File: config.mk
export PLATFORM = sky130hd
export DESIGN_NAME = multicycle_ctrl_fsm
export DESIGN_NICKNAME = d
export VERILOG_FILES = /design/src/rtl/multicycle_ctrl_fsm.sv
export SDC_FILE = /design/constraint.sdc
export NUM_CORES = 1
export LEC_CHECK = 0
export ABC_AREA = 1
export BUFFER_PORTS_ARGS = -buffer_cell sky130_fd_sc_hd__buf_4
export CORE_AREA = 2 2 39 41
export CTS_BUF_LIST = sky130_fd_sc_hd__clkbuf_2 sky130_fd_sc_hd__clkbuf_4 sky130_fd_sc_hd__clkbuf_8
export DETAILED_ROUTE_END_ITERATION = 6
export DIE_AREA = 0 0 41 43
export GPL_TIMING_DRIVEN = 0
export PLACE_DENSITY = 0.81
export SYNTH_ARGS = -nofsm -noshare
export SYNTH_HDL_FRONTEND = slang
export SYNTH_SLANG_ARGS = --single-unit
File: constraint.sdc
create_clock -name Clk -period 3.15 [get_ports Clk]
set_input_delay 0.4725 -clock Clk [delete_from_list [all_inputs] [get_ports Clk]]
set_output_delay 0.4725 -clock Clk [all_outputs]
set_load 0.01 [all_outputs]
File: src/rtl/multicycle_ctrl_fsm.sv
`default_nettype none
// ============================================================================
//  Module   : multicycle_ctrl_fsm
//  Brief    : Main sequencer for a multicycle datapath. Steps each instruction
//             through FETCH/DECODE/EXECUTE/MEM/WRITEBACK, drives datapath
//             write enables, mux selects and memory strobes, and stalls on a
//             memory ready handshake.
//  Revision : 1.0 - initial release
// ============================================================================
module multicycle_ctrl_fsm #(
  parameter logic [5:0] OP_RTYPE = 6'h00,
  parameter logic [5:0] OP_LW    = 6'h23,
  parameter logic [5:0] OP_SW    = 6'h2B,
  parameter logic [5:0] OP_BEQ   = 6'h04,
  parameter logic [5:0] OP_J     = 6'h02
) (
  input  logic       Clk,
  input  logic       Reset,
  input  logic [5:0] Opcode,
  input  logic       Zero,
  input  logic       MemReady,
  output logic       PCWrite,
  output logic       IRWrite,
  output logic       MDRWrite,
  output logic       ABWrite,
  output logic       OutWrite,
  output logic       RegWrite,
  output logic       MemRead,
  output logic       MemWrite,
  output logic       IorD,
  output logic       ALUSrcA,
  output logic [1:0] ALUSrcB,
  output logic [1:0] ALUOp,
  output logic [1:0] PCSource,
  output logic       RegDst,
  output logic       MemtoReg,
  output logic       Illegal,
  output logic [3:0] State
);

  typedef enum logic [3:0] {
    S_FETCH  = 4'd0,
    S_DECODE = 4'd1,
    S_MEMADR = 4'd2,
    S_MEMRD  = 4'd3,
    S_MEMWB  = 4'd4,
    S_MEMWR  = 4'd5,
    S_EXEC   = 4'd6,
    S_RWB    = 4'd7,
    S_BRANCH = 4'd8,
    S_JUMP   = 4'd9
  } state_t;

  state_t r_state;

  // Opcode decode used by DECODE for both next-state and the Illegal pulse.
  logic w_op_mem;
  logic w_op_known;

  assign w_op_mem   = (Opcode == OP_LW) || (Opcode == OP_SW);
  assign w_op_known = w_op_mem || (Opcode == OP_RTYPE) ||
                      (Opcode == OP_BEQ) || (Opcode == OP_J);

  assign State = r_state;

  // State register: sequences instructions and holds on memory stalls.
  always_ff @(posedge Clk) begin
    if (Reset) begin
      r_state <= S_FETCH;
    end else begin
      case (r_state)
        S_FETCH:  r_state <= MemReady ? S_DECODE : S_FETCH;
        S_DECODE: begin
          if (w_op_mem)                r_state <= S_MEMADR;
          else if (Opcode == OP_RTYPE) r_state <= S_EXEC;
          else if (Opcode == OP_BEQ)   r_state <= S_BRANCH;
          else if (Opcode == OP_J)     r_state <= S_JUMP;
          else                         r_state <= S_FETCH;
        end
        S_MEMADR: r_state <= (Opcode == OP_LW) ? S_MEMRD : S_MEMWR;
        S_MEMRD:  r_state <= MemReady ? S_MEMWB : S_MEMRD;
        S_MEMWB:  r_state <= S_FETCH;
        S_MEMWR:  r_state <= MemReady ? S_FETCH : S_MEMWR;
        S_EXEC:   r_state <= S_RWB;
        S_RWB:    r_state <= S_FETCH;
        S_BRANCH: r_state <= S_FETCH;
        S_JUMP:   r_state <= S_FETCH;
        default:  r_state <= S_FETCH;
      endcase
    end
  end

  // Output decode from the current state; MemReady/Zero qualify enables
  // directly, and Reset forces every enable and strobe low so an aborted
  // access never commits.
  always_comb begin
    PCWrite  = 1'b0;
    IRWrite  = 1'b0;
    MDRWrite = 1'b0;
    ABWrite  = 1'b0;
    OutWrite = 1'b0;
    RegWrite = 1'b0;
    MemRead  = 1'b0;
    MemWrite = 1'b0;
    IorD     = 1'b0;
    ALUSrcA  = 1'b0;
    ALUSrcB  = 2'd0;
    ALUOp    = 2'd0;
    PCSource = 2'd0;
    RegDst   = 1'b0;
    MemtoReg = 1'b0;
    Illegal  = 1'b0;
    case (r_state)
      S_FETCH: begin
        MemRead = 1'b1;
        ALUSrcB = 2'd1;
        IRWrite = MemReady;
        PCWrite = MemReady;
      end
      S_DECODE: begin
        ABWrite  = 1'b1;
        OutWrite = 1'b1;
        ALUSrcB  = 2'd3;
        Illegal  = ~w_op_known;
      end
      S_MEMADR: begin
        ALUSrcA  = 1'b1;
        ALUSrcB  = 2'd2;
        OutWrite = 1'b1;
      end
      S_MEMRD: begin
        MemRead  = 1'b1;
        IorD     = 1'b1;
        MDRWrite = MemReady;
      end
      S_MEMWB: begin
        RegWrite = 1'b1;
        MemtoReg = 1'b1;
      end
      S_MEMWR: begin
        MemWrite = 1'b1;
        IorD     = 1'b1;
      end
      S_EXEC: begin
        ALUSrcA  = 1'b1;
        ALUOp    = 2'd2;
        OutWrite = 1'b1;
      end
      S_RWB: begin
        RegWrite = 1'b1;
        RegDst   = 1'b1;
      end
      S_BRANCH: begin
        ALUSrcA  = 1'b1;
        ALUOp    = 2'd1;
        PCSource = 2'd1;
        PCWrite  = Zero;
      end
      S_JUMP: begin
        PCSource = 2'd2;
        PCWrite  = 1'b1;
      end
      default: ;
    endcase
    if (Reset) begin
      PCWrite  = 1'b0;
      IRWrite  = 1'b0;
      MDRWrite = 1'b0;
      ABWrite  = 1'b0;
      OutWrite = 1'b0;
      RegWrite = 1'b0;
      MemRead  = 1'b0;
      MemWrite = 1'b0;
      Illegal  = 1'b0;
    end
  end

endmodule
`default_nettype wire

==> results of run 1 <==
[cells in the final DEF (no fill, tap or decap), types with 2 or more instances in the layout]
cell type  count
a21oi_1        6
buf_4         33
clkbuf_4       3
dfxtp_1        4
inv_1         13
inv_2          4
nand2_1       19
nand3_1       12
nor2_1        23
nor2_2         2
nor2_4         3
[final timing paths]
| kind | to | slack, ps | cells after the start |
|---|---|---|---|
| worst max-delay path | PCWrite | 1230 | 6 |
| worst min-delay path | State[3]$_SDFF_PP0_ | 540 | 4 |
| worst max register to register | State[2]$_SDFF_PP0_ | 1960 | 7 |
| worst min register to register | State[1]$_SDFF_PP0_ | 660 | 4 |
[worst max-delay path: stages (launching register included)]
cell,delay [ps]
dfxtp_1,390
nor2_4,240
nand2_1,120
nor2_2,110
inv_1,60
a31oi_1,150
buf_4,140
[routing by layer]
layer / track usage / vias to the layer above / wire [µm]
li1: - / 361 / -
met1: 0.208 / 272 / 555
met2: 0.288 / 31 / 635
met3: 0.0628 / 0 / 133
met4: 0.0200 / 0 / 0
met5: 0 / - / 0
[layout make-up]
type	count	area, µm²
Tap cell	16	20.0
Fill cell	151	612
Multi-Input combinational cell	70	334
Sequential cell	4	80.1
Buffer	2	11.3
Clock buffer	3	22.5
Inverter	17	63.8
Timing Repair Buffer	32	240
[power groups by stage]
stage	Combinational (W)	Clock [W]	Sequential [W]
6_report	0.0000454	0.0000629	0.0000532
5_1_grt	0.0000515	0.0000704	0.0000533
4_1_cts	0.0000455	0.0000658	0.0000532
3_5_place_dp	0.0000453	0	0.0000540
3_3_place_gp	0.0000447	0	0.0000540
2_1_floorplan	0.0000221	0	0.0000543
[per-stage QoR]
stage	area, µm²	hold slack [ps]	setup slack (ps)
after floorplan	489	657	1470
after global placement	749	647	1470
after detailed placement	749	652	1460
after CTS	772	532	1230
after global routing	772	558	1070
final	772	537	1230
[cell families (layout without fill, tap and decap cells)]
logic type / after synthesis / count (layout) / share of synthesized area
compound gates: 7 / 7 / 0.0742
buf+inv: 19 / 54 / 0.153
flops: 4 / 4 / 0.164
simple gates: 63 / 63 / 0.609
==> results.yml, run 1 <==
clock_tree:
  cts_tree: "built"
  numCtsBuffers: 3
  root_buffer: "clkbuf_4"
  worst_skew_pair.late_latency_ps: 230
  postCtsSetupRepairBufs: 0
  clkSinkCount: 4
  cts_resized: 0
  holdBufCountCts: 0
  cts-htree-levels: 1
  clk_pin_slew_worst_paths_ps: 40
  cts_buffer_depth: 2
sta:
  max_slew_margin: 0.719
  tightest_slew_ps: 421
  period_minus_slack_ps: 1920
  maxSlewViolCount: 0
  final-setup-viol-count: 0
  max_freq_mhz: 520
  period_share: 0.610
  fin_skew_ps: 0.667
  hold_viol_final: 0
  rsz0062_at_grt: "false"
  fin_tns_setup_ps: 0
detailed_routing:
  via_per_inst: 4.61
  wirelength_um: 1320
  drc: 0
  dr.pass1.iters: 4
  avgRoutedWirePerCell_um: 9.19
  vias: 664
  drtAntennaViolNets: 0
  drt-initial-drc-count: 10
yosys:
  synth.net_count: 103
  synth_area_leaders: "nor2_1 18%, dfxtp_1 16%, nand2_1 15%"
  ys_warn_count: 0
  synth_top_area_frac: 0.176
  ys.flop_type: "dfxtp_1"
  syn_area_per_cell_um2: 5.26
  syn_inst: 93
  yosysSeqAreaShare: 0.164
  netlist_area_um2: 489
  yosysMostFrequentCell: "nor2_1"
  synth-async-reset-ratio: 0
  synth_largest_area_cell: "nor2_1"
  synth_edf_count: 0
  ys_ff_latch: 4
  ys_types: 16
  synth_common_cells: "23 x nor2_1, 19 x nand2_1, 13 x inv_1, 12 x nand3_1, 6 x a21oi_1"
min_path:
  hp-start: "Reset"
  hold_path.class: "input pin to flop"
critical_path:
  startpoint: "State[3]$_SDFF_PP0_"
  startpoint_type: "flop"
  arrival_ps: 1450
  required_ps: 2680
  reg2reg_from: "State[3]$_SDFF_PP0_"
  worstPathMaxFanout: 8
  end_kind: "primary output"
  path_class: "flop to primary output"
power_and_ir_drop:
  powerDensity_mw_per_mm2: 209
  p_comb_frac: 0.281
  seqPwrFrac: 0.330
  intPower_w: 0.000116
  peakVddDrop_v: 0.000238
  p_leak_nw: 0.464
  power.switching_w: 0.0000455
  p_clk_frac: 0.389
  total_power_w: 0.000161
  swShare: 0.282
cells_and_area:
  area_growth_pct: 57.8
  nNetsFinal: 140
  stdcell_count: 144
  drive_gt1_frac: 0.367
  largest_register_ffs: 4
  fin_util: 0.558
  diodes: 0
die:
  die_area_mm2: 0.00176
  fp.dieH_um: 43
  ioPinCount: 33
  die_w_um: 41
  initial_utilization: 0.354
  coreArea_mm2: 0.00138
  core.rowCount: 14
placement:
  place_congestion: 0.724
  numPortBuffers: 32
  hpwl_um: 1120
  dpl.cell_count: 141
status:
  status: "completed"
job:
  cap_violations: 0
global_routing:
  grt_overflow_total: 0
  grt_max_degree: 11
  grt_util_all_layers: 0.173
  antenna_found_initial: 0
  grt_pass1_vias: 570
  grt_pass1_wl_um: 2170
No activity file was read; power rests on OpenSTA's default activity.
==> inputs of run 2 (changes only) <==
ABC_AREA = 0   (was 1)
clock period = 1.9 ns   (was 3.15 ns; I/O delays follow)
==> results.yml, run 2 <==
power_and_ir_drop:
  p_clk_frac: 0.373
  power.switching_w: 0.0000812
  p_comb_frac: 0.311
  p_leak_nw: 0.341
  swShare: 0.289
  intPower_w: 0.000200
  seqPwrFrac: 0.316
  peakVddDrop_v: 0.000302
  powerDensity_mw_per_mm2: 364
job:
  cap_violations: 0
critical_path:
  path_class: "flop to primary output"
  slowest_delay_ps: 400
  cp_slowest_cell: "dfxtp_1"
  cp_common_cell: "buf_4"
  path_cells: "buf_4 -> o21ai_0 -> a2111oi_2 -> buf_4"
  end_kind: "primary output"
  arrival_ps: 1490
  worstPathMaxFanout: 10
  startpoint_type: "flop"
  required_ps: 1620
cells_and_area:
  largest_register_ffs: 4
  nNetsFinal: 118
  stdcell_count: 122
  stdcell_area_um2: 773
  final_cell_mix: "34 x buf_4, 12 x nor2_1, 10 x nor3_1"
  diodes: 0
  final_common_cell: "buf_4"
  area_growth_pct: 60.1
  drive_gt1_frac: 0.415
die:
  die_area_mm2: 0.00176
  fp.dieH_um: 43
  ioPinCount: 33
  core.rowCount: 14
  die_w_um: 41
  coreArea_mm2: 0.00138
  initial_utilization: 0.349
global_routing:
  grt_util_all_layers: 0.200
  grt_overflow_total: 0
  antenna_found_initial: 0
  grt_pass1_vias: 569
  grt_pass1_wl_um: 2450
  grt_max_degree: 11
status:
  status: "completed"
yosys:
  syn_inst: 71
  synth-async-reset-ratio: 0
  ys_warn_count: 0
  synth_largest_area_cell: "dfxtp_1"
  netlist_area_um2: 483
  synth_common_cells: "12 x nor2_1, 10 x nor3_1, 4 x dfxtp_1, 4 x nand2b_1, 4 x o21ai_0"
  yosysSeqAreaShare: 0.166
  ys.flop_type: "dfxtp_1"
  yosysMostFrequentCell: "nor2_1"
  ys_types: 33
  synth_area_leaders: "dfxtp_1 17%, nor3_1 10%, nor2_1 9.3%"
  synth_edf_count: 0
  synth.net_count: 81
  synth_top_area_frac: 0.166
  syn_area_per_cell_um2: 6.80
  ys_ff_latch: 4
sta:
  period_share: 0.933
  period_minus_slack_ps: 1770
  maxSlewViolCount: 0
  fin_tns_setup_ps: 0
  tightest_slew_ps: 387
  max_freq_mhz: 564
  hold_viol_final: 0
  max_slew_margin: 0.740
  fin_skew_ps: 1.93
  final-setup-viol-count: 0
placement:
  dpl.cell_count: 119
  place_area_um2: 743
  hpwl_um: 1200
  place_congestion: 0.723
  numPortBuffers: 32
min_path:
  hold_path.class: "input pin to flop"
detailed_routing:
  via_per_inst: 5.39
  avgRoutedWirePerCell_um: 12.4
  drtAntennaViolNets: 0
  vias: 658
  dr.pass1.iters: 4
  drc: 0
  wirelength_um: 1510
  drt-initial-drc-count: 18
clock_tree:
  root_buffer: "clkbuf_4"
  cts-htree-levels: 1
  worst_skew_pair.late_latency_ps: 240
  clk_pin_slew_worst_paths_ps: 30
  numCtsBuffers: 3
  cts_tree: "built"
  postCtsSetupRepairBufs: 0
  clkSinkCount: 4
  cts_buffer_depth: 2
==> run 2: cell count changes in the layout (fill, tap and decap cells not counted), sizes merged, moves of 2 or more <==
cell,before,now
inv,17,0
nand2,20,3
nor2,28,13
nand3,12,1
nor3,1,10
nand2b,0,5
a21oi,6,2
o21ai,0,4
buf,33,36
nor2b,0,3
a31oi,1,3
nor3b,0,2
==> run 2: power by group through the flow <==
stage | combinational, W | clock, W | sequential, W
CTS | 0.0000863 | 0.000108 | 0.0000890
floorplan | 0.0000405 | 0 | 0.0000904
finish | 0.0000874 | 0.000105 | 0.0000891
global route | 0.0000972 | 0.000114 | 0.0000894
detailed placement | 0.0000860 | 0 | 0.0000903
global placement | 0.0000841 | 0 | 0.0000902
==> run 2: stage by stage <==
| step | power, W | utilization | setup slack [ps] | hold slack (ps) |
|---|---|---|---|---|
| after floorplan | 0.000131 | - | 322 | 362 |
| after global routing | 0.000301 | 0.559 | -2.01 | 258 |
| after global placement | 0.000174 | 0.537 | 284 | 488 |
| final | 0.000281 | 0.559 | 127 | 253 |
| after detailed placement | 0.000176 | 0.537 | 282 | 498 |
| after CTS | 0.000284 | 0.553 | 32.9 | 252 |
==> run 2: critical path: cells and delay by family (launching register included) <==
family,cells,cell delay [ps]
buffers and inverters,2,370
AOI/OAI and AO/OA,2,480
DFF,1,400
==> run 2: metal layers <==
layer / vias up / GRT usage / part of all wire
li1: 332 / - / -
met1: 289 / 0.235 / 0.42
met2: 35 / 0.334 / 0.48
met3: 2 / 0.0366 / 0.093
met4: 0 / 0.0800 / 0.011
met5: - / 0 / 0
==> run 2: final timing paths <==
| path | endpoint | depth (start not counted) | slack [ps] | startpoint |
|---|---|---|---|---|
| max | PCWrite | 4 | 130 | State[3]$_SDFF_PP0_ |
| max reg2reg | State[2]$_SDFF_PP0_ | 4 | 500 | State[1]$_SDFF_PP0_ |
| min reg2reg | State[2]$_SDFF_PP0_ | 3 | 720 | State[1]$_SDFF_PP0_ |
| min | State[3]$_SDFF_PP0_ | 2 | 250 | Opcode[4] |
==> run 2: final cells by class <==
cell class | count | area, µm²
Fill cell | 137 | 611
Multi-Input combinational cell | 62 | 382
Clock buffer | 3 | 22.5
Tap cell | 16 | 20.0
Timing Repair Buffer | 32 | 240
Sequential cell | 4 | 80.1
Buffer | 5 | 28.8
==> run 2: cell families (layout without fill, tap and decap cells) <==
kind of cell,Yosys count,count (layout),synth area share
flops,4,4,0.166
simple gates,45,45,0.523
xor+xnor,1,1,0.0181
mux,1,1,0.0207
compound gates,15,15,0.218
buf+inv,5,40,0.0544
==> run 2: timing repair <==
item | in CTS | in global routing
hold endpoints to repair | 0 | 0
resized for setup | 0 | 3
setup endpoints to repair | 0 | 1
hold buffers | 0 | 0
